File: src/rtl/conv_pkg.sv
// Shared constants, state type and helpers for the convolution/deconvolution datapaths.
// Latency: none (declarations only).
// Backpressure: none (declarations only).
package conv_pkg;

  localparam int CONV_W     = 16;
  localparam int CONV_NTAPS = 8;
  localparam int CONV_XLEN  = 8;

  // Number of y samples one deconvolution frame consumes.
  function automatic int frame_len(input int xlen, input int ntaps);
    return xlen + ntaps - 1;
  endfunction

  localparam int CONV_FRAME_LEN = CONV_XLEN + CONV_NTAPS - 1;

  typedef enum logic [2:0] {
    ST_IDLE,
    ST_WAIT_Y,
    ST_MAC,
    ST_EMIT,
    ST_CHECK,
    ST_DONE
  } state_t;

endpackage

File: src/rtl/deconv_mac.sv
// Registered accumulator: loads a y sample, then subtracts one low-W product per step.
// Latency: result visible one cycle after load/step.
// Backpressure: none; the caller sequences load/step.
module deconv_mac
  import conv_pkg::*;
#(
  parameter int W = CONV_W
) (
  input  logic         clk,
  input  logic         rst,
  input  logic         load,
  input  logic [W-1:0] load_val,
  input  logic         step,
  input  logic [W-1:0] coef,
  input  logic [W-1:0] xval,
  output logic [W-1:0] acc
);

  // Only the low W bits of the product matter; everything wraps modulo 2^W.
  logic [W-1:0] prod;
  assign prod = coef * xval;

  // Accumulator: a load takes priority over a subtract step.
  always_ff @(posedge clk or posedge rst) begin
    if (rst) begin
      acc <= '0;
    end else if (load) begin
      acc <= load_val;
    end else if (step) begin
      acc <= acc - prod;
    end
  end

endmodule

File: src/rtl/deconv_engine.sv
// Recovers x[0..XLEN-1] from a streamed convolution result using a monic kernel (h[0]=1).
// Latency: x_valid 1+min(n,NTAPS-1) cycles after y[n] is accepted; tail samples only checked.
// Backpressure: y_ready only while waiting for a sample; x_data held stable while x_ready is low.
module deconv_engine
  import conv_pkg::*;
#(
  parameter int W     = CONV_W,
  parameter int NTAPS = CONV_NTAPS,
  parameter int XLEN  = CONV_XLEN
) (
  input  logic                     clk,
  input  logic                     rst,
  input  logic                     h_we,
  input  logic [$clog2(NTAPS)-1:0] h_idx,
  input  logic [W-1:0]             h_data,
  input  logic                     start,
  input  logic                     y_valid,
  output logic                     y_ready,
  input  logic [W-1:0]             y_data,
  output logic                     x_valid,
  input  logic                     x_ready,
  output logic [W-1:0]             x_data,
  output logic                     busy,
  output logic                     done,
  output logic                     mismatch
);

  localparam int FRAME = frame_len(XLEN, NTAPS);
  localparam int KW    = $clog2(NTAPS);
  localparam int NW    = $clog2(FRAME + 1);

  state_t        state;
  logic [NW-1:0] n;
  logic [NW-1:0] k;
  logic [NW-1:0] k_last;
  logic [W-1:0]  taps [1:NTAPS-1];
  // hist[j] holds x[n-j]; zeros are shifted in during the tail so the index stays k.
  logic [W-1:0]  hist [1:NTAPS-1];
  logic [W-1:0]  acc;

  logic [NW-1:0] k_first;
  logic [NW-1:0] k_last_n;
  logic          has_terms;
  logic          in_body;
  logic          y_take;

  // Range of kernel indices whose x[n-k] lies inside the recovered sequence.
  always_comb begin
    k_first  = NW'(1);
    k_last_n = n;
    if (n >= NW'(XLEN)) begin
      k_first = n - NW'(XLEN) + NW'(1);
    end
    if (n >= NW'(NTAPS - 1)) begin
      k_last_n = NW'(NTAPS - 1);
    end
  end

  assign has_terms = (k_last_n >= k_first);
  assign in_body   = (n < NW'(XLEN));
  assign y_take    = (state == ST_WAIT_Y) && y_valid && y_ready;
  assign x_data    = acc;

  deconv_mac #(.W(W)) u_mac (
    .clk      (clk),
    .rst      (rst),
    .load     (y_take),
    .load_val (y_data),
    .step     (state == ST_MAC),
    .coef     (taps[k[KW-1:0]]),
    .xval     (hist[k[KW-1:0]]),
    .acc      (acc)
  );

  // Frame sequencer, tap storage and x history; all outputs registered.
  always_ff @(posedge clk or posedge rst) begin
    if (rst) begin
      state    <= ST_IDLE;
      n        <= '0;
      k        <= NW'(1);
      k_last   <= NW'(1);
      y_ready  <= 1'b0;
      x_valid  <= 1'b0;
      busy     <= 1'b0;
      done     <= 1'b0;
      mismatch <= 1'b0;
      for (int i = 1; i < NTAPS; i++) begin
        taps[i] <= '0;
        hist[i] <= '0;
      end
    end else begin
      done <= 1'b0;
      case (state)
        ST_IDLE: begin
          if (start) begin
            state    <= ST_WAIT_Y;
            n        <= '0;
            mismatch <= 1'b0;
            busy     <= 1'b1;
            y_ready  <= 1'b1;
            for (int i = 1; i < NTAPS; i++) begin
              hist[i] <= '0;
            end
          end else if (h_we && (h_idx != '0)) begin
            taps[h_idx] <= h_data;
          end
        end
        ST_WAIT_Y: begin
          if (y_valid) begin
            y_ready <= 1'b0;
            k       <= k_first;
            k_last  <= k_last_n;
            if (has_terms) begin
              state <= ST_MAC;
            end else if (in_body) begin
              state   <= ST_EMIT;
              x_valid <= 1'b1;
            end else begin
              state <= ST_CHECK;
            end
          end
        end
        ST_MAC: begin
          if (k == k_last) begin
            if (in_body) begin
              state   <= ST_EMIT;
              x_valid <= 1'b1;
            end else begin
              state <= ST_CHECK;
            end
          end else begin
            k <= k + NW'(1);
          end
        end
        ST_EMIT: begin
          if (x_ready) begin
            x_valid <= 1'b0;
            hist[1] <= acc;
            for (int i = NTAPS - 1; i > 1; i--) begin
              hist[i] <= hist[i-1];
            end
            n       <= n + NW'(1);
            state   <= ST_WAIT_Y;
            y_ready <= 1'b1;
          end
        end
        ST_CHECK: begin
          if (acc != '0) begin
            mismatch <= 1'b1;
          end
          hist[1] <= '0;
          for (int i = NTAPS - 1; i > 1; i--) begin
            hist[i] <= hist[i-1];
          end
          n <= n + NW'(1);
          if (n + NW'(1) == NW'(FRAME)) begin
            state <= ST_DONE;
            done  <= 1'b1;
            busy  <= 1'b0;
          end else begin
            state   <= ST_WAIT_Y;
            y_ready <= 1'b1;
          end
        end
        ST_DONE: begin
          state <= ST_IDLE;
        end
        default: begin
          state <= ST_IDLE;
        end
      endcase
    end
  end

endmodule

File: config.mk
export PLATFORM = sky130hd
export DESIGN_NAME = deconv_engine
export DESIGN_NICKNAME = d
export VERILOG_FILES = /design/src/rtl/conv_pkg.sv /design/src/rtl/deconv_mac.sv /design/src/rtl/deconv_engine.sv
export SDC_FILE = /design/constraint.sdc
export NUM_CORES = 1
export LEC_CHECK = 0
export ABC_AREA = 0
export CORE_ASPECT_RATIO = 0.5
export CORE_MARGIN = 2
export CORE_UTILIZATION = 55
export DETAILED_ROUTE_END_ITERATION = 10
export PLACE_DENSITY = 0.81
export RECOVER_POWER = 100
export SLEW_MARGIN = 0
export SYNTH_ARGS = -nofsm -noshare
export SYNTH_HDL_FRONTEND = slang
export SYNTH_SLANG_ARGS = --single-unit
File: constraint.sdc
create_clock -name clk -period 12.3 [get_ports clk]
set_clock_uncertainty 0.2 [all_clocks]
set_input_delay 1.845 -clock clk [delete_from_list [all_inputs] [get_ports clk]]
set_output_delay 1.845 -clock clk [all_outputs]
set_load 0.005 [all_outputs]
==> results of run 1 <==
[routing by layer]
metal | global-route usage (%) | share of wire (%) | up-vias
met2 | 42.6 | 46 | 419
met5 | 0 | 0 | -
met1 | 38.2 | 44 | 5956
met4 | 6.44 | 2.0 | 0
met3 | 7.57 | 8.2 | 57
li1 | - | - | 5056
[path summary, 6_finish.rpt]
path / from / to / slack (ps) / depth (start not counted)
min in group asynchronous: rst / taps[30] / 2820 / 2
min reg2reg: busy / busy / 280 / 2
min: busy / busy / 280 / 2
max: rst / u_mac.acc[11] / 3420 / 3
max in group clk: k[1] / u_mac.acc[15] / 3510 / 21
max reg2reg: k[1] / u_mac.acc[15] / 3510 / 21
[registers in the layout (all words and copies together), names as in the netlist, 3 cells and up]
register / flops
hist: 112
k: 4
k_last: 4
n: 4
state: 3
taps: 112
u_mac.acc: 16
[cells in the final DEF, fill, tap and decap left out, types with 8 or more instances in the layout]
master                            synthesis  routed
sky130_fd_sc_hd__xnor2_1                 31      31
sky130_fd_sc_hd__inv_1                  152     151
sky130_fd_sc_hd__nand2b_1                31      31
sky130_fd_sc_hd__mux2_2                 147     146
sky130_fd_sc_hd__clkdlybuf4s50_1          0      36
sky130_fd_sc_hd__a221oi_1                32      32
sky130_fd_sc_hd__a21oi_1                 36      37
sky130_fd_sc_hd__clkbuf_16                0      24
sky130_fd_sc_hd__or2_2                   15      15
sky130_fd_sc_hd__nor3_1                   9       9
sky130_fd_sc_hd__a22o_1                 117     117
sky130_fd_sc_hd__nor2_1                 122     121
sky130_fd_sc_hd__xor2_1                  11      11
sky130_fd_sc_hd__mux2i_1                 57      57
sky130_fd_sc_hd__fa_1                    96      96
sky130_fd_sc_hd__dfrtp_1                258     257
sky130_fd_sc_hd__a221o_1                 27      27
sky130_fd_sc_hd__o21ai_0                 30      30
sky130_fd_sc_hd__ha_1                    60      60
sky130_fd_sc_hd__nand2_1                 32      32
sky130_fd_sc_hd__nor2b_1                  9       9
sky130_fd_sc_hd__nand3_1                  8       8
sky130_fd_sc_hd__dlygate4sd3_1            0      25
[worst reg2reg max path: stages (launching register included)]
cell	delay, ps
sky130_fd_sc_hd__dfrtp_4	1050
sky130_fd_sc_hd__nor2b_4	1080
sky130_fd_sc_hd__a221oi_1	230
sky130_fd_sc_hd__a221o_1	550
sky130_fd_sc_hd__or2_2	410
sky130_fd_sc_hd__fa_1	540
sky130_fd_sc_hd__inv_1	60
sky130_fd_sc_hd__fa_1	560
sky130_fd_sc_hd__fa_1	460
sky130_fd_sc_hd__fa_1	570
sky130_fd_sc_hd__fa_1	430
sky130_fd_sc_hd__fa_1	380
sky130_fd_sc_hd__xor2_1	160
sky130_fd_sc_hd__xnor2_1	180
sky130_fd_sc_hd__xnor2_1	150
sky130_fd_sc_hd__xnor2_1	140
sky130_fd_sc_hd__xnor3_1	400
sky130_fd_sc_hd__xnor3_1	390
sky130_fd_sc_hd__xnor3_1	380
sky130_fd_sc_hd__xnor2_1	200
sky130_fd_sc_hd__nand2_1	80
sky130_fd_sc_hd__a21oi_1	150
[per-stage QoR]
| stage | setup slack [ps] | cells | utilization (%) | cell area [sq um] | hold WS [ps] |
|---|---|---|---|---|---|
| finish | 3420 | 1863 | 61.5 | 17900 | 277 |
| global route | 1890 | 1863 | 61.5 | 17900 | 313 |
| CTS | 3570 | 1863 | 61.6 | 18000 | 288 |
| detailed placement | 3620 | 1820 | 58.8 | 17200 | 272 |
| global placement | 3830 | 1820 | 58.8 | 17200 | 269 |
| floorplan | 3100 | 1444 | - | 16400 | 268 |
[logic make-up after synthesis]
logic type | after synthesis | synth area share (%)
AOI/OAI and AO/OA | 276 | 13.3
xor gates and xnor gates | 47 | 2.93
adders and majority gates | 156 | 16.3
buffers and inverters | 239 | 6.25
DFF | 260 | 39.6
muxes | 208 | 14.1
other | 1 | 0.0228
and+or+nand+nor | 257 | 7.50
[area by class of cell]
type / instances / area, sq um
clock buffers: 33 / 684
repair buffers: 71 / 674
fillers: 2289 / 11200
well taps: 391 / 489
multi-input cells: 945 / 8880
clock inverters: 10 / 115
inverters: 153 / 576
flip-flops and latches: 260 / 6510
==> results by stage, run 1 <==
Yosys:
- The Yosys step of the flow raised 0 warnings.
- The most frequent cell after synthesis is sky130_fd_sc_hd__dfrtp_1.
- The synthesized design contains 0 enable-type register cells.
- The cell count after synthesis is between 1k and 1.5k.
- Ranked by instance count, the synthesized netlist is headed by 258 x sky130_fd_sc_hd__dfrtp_1, 152 x sky130_fd_sc_hd__inv_1, 147 x sky130_fd_sc_hd__mux2_2.
- Synthesis produced a netlist with a net count of approximately 1.6k.
- In the synthesized netlist the dominant register cell turns out to be sky130_fd_sc_hd__dfrtp_1.
- The average cell area after synthesis is between 10 and 15 sq um.
- For this run, asynchronously set or reset flops after synthesis account for 100%.
- After synthesis the netlist holds a flip-flop and latch count of 260.
- The number of distinct library cells after synthesis is 61.
- Summing every instance area after synthesis gives about 16,000 sq um.
- Of the synthesized area, sequential elements account for just under 40%.
- The largest total area in the synthesized netlist belongs to sky130_fd_sc_hd__dfrtp_1.
- The area fraction of the dominant cell type after synthesis is about 39%.
- Ranked by total cell area, the synthesized netlist is headed by sky130_fd_sc_hd__dfrtp_1 39%, sky130_fd_sc_hd__fa_1 12%, sky130_fd_sc_hd__mux2_2 10%.

Placement:
- The routability congestion estimate is slightly below 0.9.
- The port buffer count is slightly above 60.
- The HPWL reported at the end of detailed placement is 27,100 um.

Timing:
- The clock period could shrink to slightly below 9000 ps.
- The relative max-transition margin is -206%.
- Setup violations remaining at the end of the flow were counted as 0.
- After layout, the worst path uses between 70 and 80% of the clock period.
- The number of slew-limit violations in the final report is approximately 380.
- For the final routed database, the setup TNS stands at 0 ps.
- The final hold violation count is 0.
- For this run, the top clock speed supported by timing is around 0.11 GHz.
- Setup repair after global routing left no endpoint under its margin.
- For the pin with the worst max-slew slack, the measured transition is about 4600 ps.

Floorplanning:
- The die extent in x is between 200 and 250 um.
- The standard-cell row count is 44.
- During I/O placement, the number of pins put on the boundary was 62.
- The vertical die dimension is 126 um.
- The effective utilization at floorplan is between 50% and 60%.
- After floorplanning, the core was sized to cover 29,200 sq um.
- The floorplan step defined a die boundary enclosing about 31,000 sq um.

Worst setup path:
- For the worst setup path, the data required time is approximately 12,000 ps.
- The type of element launching the critical path is an input pin.
- The critical path data arrival time is a little over 8000 ps.
- Counting both buffers and inverters, the worst setup path holds a total of 3.
- The critical path goes through dlygate4sd3_1 -> clkinvlp_2 -> clkbuf_1.
- On the critical path the largest part of the delay comes from buffers and inverters.
- The setup path with the least slack is of type input pin to async pin.
- The highest cell delay on the worst timing path is about 3400 ps.
- For this design, the slowest cell found on the critical path is sky130_fd_sc_hd__clkbuf_1.
- The worst setup path is captured at an async pin.
- The largest fanout on the critical path is 100.

Status:
- The final reports fail on capacitance limit, slew limit.
- The run finished, with violations left.

Flow run:
- The number of max-cap violations is 5.

Route:
- Dividing the detail-routed via count by the number of cells gives 6.17.
- The first routing iteration left 894 violations.
- The detail route stage leaves a number of antenna-violating nets equal to 0.
- For this block, the routed nets add up to 40,600 um of wire.
- The average wire per standard cell is between 20 and 25 um.
- Across all layers, the routed design uses about 11k vias.
- In the routed design, unresolved DRC markers number 0.
- The length of the first detailed-routing pass in iterations is 5.

Clock network:
- The longest clock path from root to sink contains 3 buffers.
- Clock latency on the worst-skew pair, taken at its later pin, is about 560 ps.
- Buffers inserted during clock tree synthesis total 24.
- After clock tree synthesis, the clock-pin slew on the worst setup and hold paths is approximately 70 ps.
- The CTS root buffer is sky130_fd_sc_hd__clkbuf_16.
- The clock tree from TritonCTS is yes.
- CTS saw 260 sinks.
- The setup fix buffers added after clock tree synthesis is 0.
- The count of hold buffers inserted by post-cts repair is 0.
- CTS built an H-tree with a depth of 1.
- The number of gates resized after CTS was 0.

Final layout:
- From synthesis to final layout, the design area changed by 9.24%.
- The fraction of layout cells with a size suffix above 1 is about 15%.
- The antenna cell count is 0.
- After the last flow step, the layout net total stands at 1,652.

GRT:
- The total track usage is between 20% and 30%.
- The remaining global-route overflow is 0.
- The first global-routing pass estimated 66,800 um of wire.
- The number of antenna violations at the first check in global routing is 0.
- The pin count of the biggest net entering global routing is about 100.
- The number of global-route vias before repair is ~12k.

Min path:
- The kind of path behind the tightest hold check is flip-flop to flip-flop.
Power of run 1 is not shown: default switching activity piles up to over one toggle a cycle in this logic, so the estimate is an artifact.
==> run 2, diff against run 1 <==
--- a/config.mk
+++ b/config.mk
@@ -10,7 +10,7 @@
 export CORE_MARGIN = 2
 export CORE_UTILIZATION = 55
 export DETAILED_ROUTE_END_ITERATION = 10
-export PLACE_DENSITY = 0.81
+export PLACE_DENSITY = 0.84
 export RECOVER_POWER = 100
 export SLEW_MARGIN = 0
 export SYNTH_ARGS = -nofsm -noshare
==> constraint.sdc (replaced) <==
create_clock -name clk -period 7.2 [get_ports clk]
set_clock_uncertainty 0.2 [all_clocks]
set_input_delay 1.08 -clock clk [delete_from_list [all_inputs] [get_ports clk]]
set_output_delay 1.08 -clock clk [all_outputs]
set_load 0.005 [all_outputs]
==> run 2 against run 1 <==
The run still ends with capacitance limit, slew limit left. Global-route usage grew 0.26 points. Flip-flop and latch count is the same. Final cell count grew 3.5%. Register-to-register slack lost 3200 ps. Largest cell class unchanged. Wire length grew 2.9%. Highest routed layer unchanged. Setup slack lost 3100 ps. Clock-buffer cell count grew 3. Die area is the same. Non-clock buffer count grew 63. Hold slack gained 27 ps.
==> results by stage, run 2 (synthesized netlist as in run 1, its figures left out) <==
Timing:
- The post-layout worst setup margin is 284 ps (-3140 ps).
- Setup repair after global routing could not meet its margin everywhere.
- The worst-margin pin slew was 2980 ps (-1610 ps).
- The number of slew-limit violations in the final report was 55 (-86%).
- The total setup violations reported at the end of the flow came to 0 (unchanged).
- Derived from the worst setup path, the maximum achievable clock frequency is roughly 0.14 GHz.
- The post-route setup TNS is 0 ps (unchanged).
- The relative max-transition margin is -98.9% (+110 points).
- The worst hold slack is 303 ps (+26.7 ps).
- The final hold violation count came to 0 (unchanged).
- The final period demand of the worst path is between 6000 and 7000 ps.
- Of the available clock period, the critical path in the final layout requires a little over nine tenths.

Final layout:
- In the final layout, the registers with the most flip-flops are hist: 112 flops, taps: 112 flops, u_mac.acc: 16 flops.
- The growth of design area from synthesis to finish is 13.2%.
- The antenna cell count came to 0 (unchanged).
- The library cell used most frequently in the layout, excluding fill and tap cells, is sky130_fd_sc_hd__dfrtp_1.
- The fraction of layout cells with a size suffix above 1 was 19.5% (+4.3 points).
- The final core area utilization is 63.7% (+2.2 points).
- Leaving out fill and tap cells, the most frequent cells in the layout are 257 x sky130_fd_sc_hd__dfrtp_1, 151 x sky130_fd_sc_hd__inv_1, 147 x sky130_fd_sc_hd__mux2_2, 120 x sky130_fd_sc_hd__nor2_1, 117 x sky130_fd_sc_hd__a22o_1.
- The number of nets in the layout is 1,716 (+3.9%).
- The count of filler cells inserted in the layout is 2,144 (-6.3%).

Worst setup path:
- The critical path data arrival time is 7210 ps (-1040 ps).
- The cell count of the worst reg-to-reg path came to 22 (+4.8%).
- STA classifies the critical path startpoint as a flip-flop.
- The worst setup path is of the flip-flop to flip-flop kind.
- The worst setup path is captured at a flip-flop.
- The largest fanout on the critical path was 17 (-83%).
- The worst path required time was 7490 ps (-4190 ps).

Min path:
- The hold path depth was 1 (-1).
- The min-delay analysis places its worst path in the category flip-flop to flip-flop.

Route:
- The total DRC errors in the routed layout was 0 (unchanged).
- The number of vias per cell after detailed routing is 6.19 (+0.38%).
- The length of the first detailed-routing pass in iterations is 6 (+1).
- The total wire length is 41,800 um (+2.9%).
- The vias after detailed routing came to 11.9k (+3.9%).
- The average wire per standard cell is 21.7 um (-0.54%).
- The initial detailed-routing violation count came to 1,229 (+37%).
- The number of routed nets with antenna violations is 0 (unchanged).

Floorplanning:
- The die extent in x was 248 um (unchanged).
- The vertical die dimension is 126 um (unchanged).
- The standard-cell row count was 44 (unchanged).
- The area of the core is 29,200 sq um (unchanged).
- The boundary pin count is 62 (unchanged).
- The full die area is 31,300 sq um (unchanged).
- The effective utilization at floorplan was 56.3% (unchanged).

Clock network:
- The number of clock buffers inserted by TritonCTS is 25 (+4.2%).
- The clock-pin slew of the registers on the worst-case setup and hold paths is 70 ps (about the same).
- TritonCTS built the clock tree.
- The count of hold buffers inserted by post-cts repair is 0 (unchanged).
- The number of sinks driven by the clock tree is 260 (unchanged).
- The count of H-tree levels built during CTS is 1 (unchanged).
- The tree is rooted in a sky130_fd_sc_hd__clkbuf_16.
- The number of buffers on the longest clock path is 3 (unchanged).
- The clock network latency to the later pin of the worst-skew pair was 560 ps (about the same).

Status:
- The flow ran to the end, but the final reports show violations.
- The final reports fail on capacitance limit, slew limit.

GRT:
- The number of global-route vias before repair is 12.4k (+1.6%).
- The pin count of the biggest net entering global routing is 142 (+39%).
- The total track usage is 27.6% (+0.26 points).
- The remaining global-route overflow came to 0 (unchanged).
- The first-pass GRT wire length was 67,500 um (+1.2%).
- The number of antenna violations at the first check in global routing is 0 (unchanged).

Placement:
- The port buffer count is 61 (unchanged).
- The pre-CTS worst setup slack is -111 ps (-3730 ps).
- The HPWL reported at the end of detailed placement came to 29,700 um (+9.3%).
- The routability congestion estimate was 0.907 (+1.5%).

Flow run:
- The number of max-cap violations is 1 (-4).
==> run 2: changes by cell type in the layout (fill, tap and decap cells not counted), sizes merged <==
cell | previous run | this run
clkbuf | 36 | 37
clkdlybuf4s50 | 36 | 59
bufbuf | 0 | 1
dlygate4sd3 | 25 | 2
clkinv | 7 | 5
buf | 7 | 71
inv | 152 | 153
==> run 2: layer usage <==
metal	vias to the layer above	GRT usage [%]	part of all wire [%]
met3	99	6.91	9.2
met4	0	8.05	2.8
met2	536	42.4	46
met5	-	0	0
met1	6119	38.9	42
li1	5180	-	-
==> run 2: layout make-up <==
| class | count | area [sq um] | area share (%) |
|---|---|---|---|
| Tap cell | 391 | 489 | 2.63 |
| Multi-Input combinational cell | 945 | 8940 | 48.1 |
| Clock buffer | 36 | 707 | 3.81 |
| Clock inverter | 9 | 93.8 | 0.505 |
| Sequential cell | 260 | 6510 | 35.1 |
| Timing Repair Buffer | 134 | 1250 | 6.74 |
| Inverter | 153 | 578 | 3.11 |
==> run 2: final timing paths <==
check                      slack (ps)  startpoint             to
min reg2reg                       300    taps[39]       taps[39]
max reg2reg                       280        k[0]  u_mac.acc[15]
min                               300    taps[39]       taps[39]
max in group asynchronous        2740         rst           k[1]
min in group asynchronous        1960         rst       taps[74]
max                               280        k[0]  u_mac.acc[15]
==> run 2: timing repair <==
item                                    CTS  global route
pin swaps                                 2             2
endpoints found under the setup margin    1             2
setup buffers                             6             5
gates resized for setup                   9             7
gates cloned                              1             0
hold endpoints to repair                  0             0
==> run 2: critical path, stage by stage (launching register included) <==
cell,delay [ps]
sky130_fd_sc_hd__dfstp_2,560
sky130_fd_sc_hd__buf_4,190
sky130_fd_sc_hd__buf_6,210
sky130_fd_sc_hd__a221oi_1,110
sky130_fd_sc_hd__a221o_1,320
sky130_fd_sc_hd__or2_2,310
sky130_fd_sc_hd__fa_1,560
sky130_fd_sc_hd__inv_1,70
sky130_fd_sc_hd__fa_1,560
sky130_fd_sc_hd__fa_1,450
sky130_fd_sc_hd__fa_1,570
sky130_fd_sc_hd__fa_1,430
sky130_fd_sc_hd__fa_1,380
sky130_fd_sc_hd__xor2_1,160
sky130_fd_sc_hd__xnor2_1,180
sky130_fd_sc_hd__xnor2_1,170
sky130_fd_sc_hd__xnor2_1,160
sky130_fd_sc_hd__xnor3_1,230
sky130_fd_sc_hd__xnor3_1,380
sky130_fd_sc_hd__xnor3_1,240
sky130_fd_sc_hd__xnor2_1,160
sky130_fd_sc_hd__nand2_1,90
sky130_fd_sc_hd__a21oi_2,150
==> run 2: through the flow <==
step,instance area (sq um),std cells
2_1_floorplan,16400,1444
3_3_place_gp,17600,1871
3_5_place_dp,17600,1871
4_1_cts,18500,1923
5_1_grt,18600,1928
6_report,18600,1928
Power of run 2 is left out for the same reason.
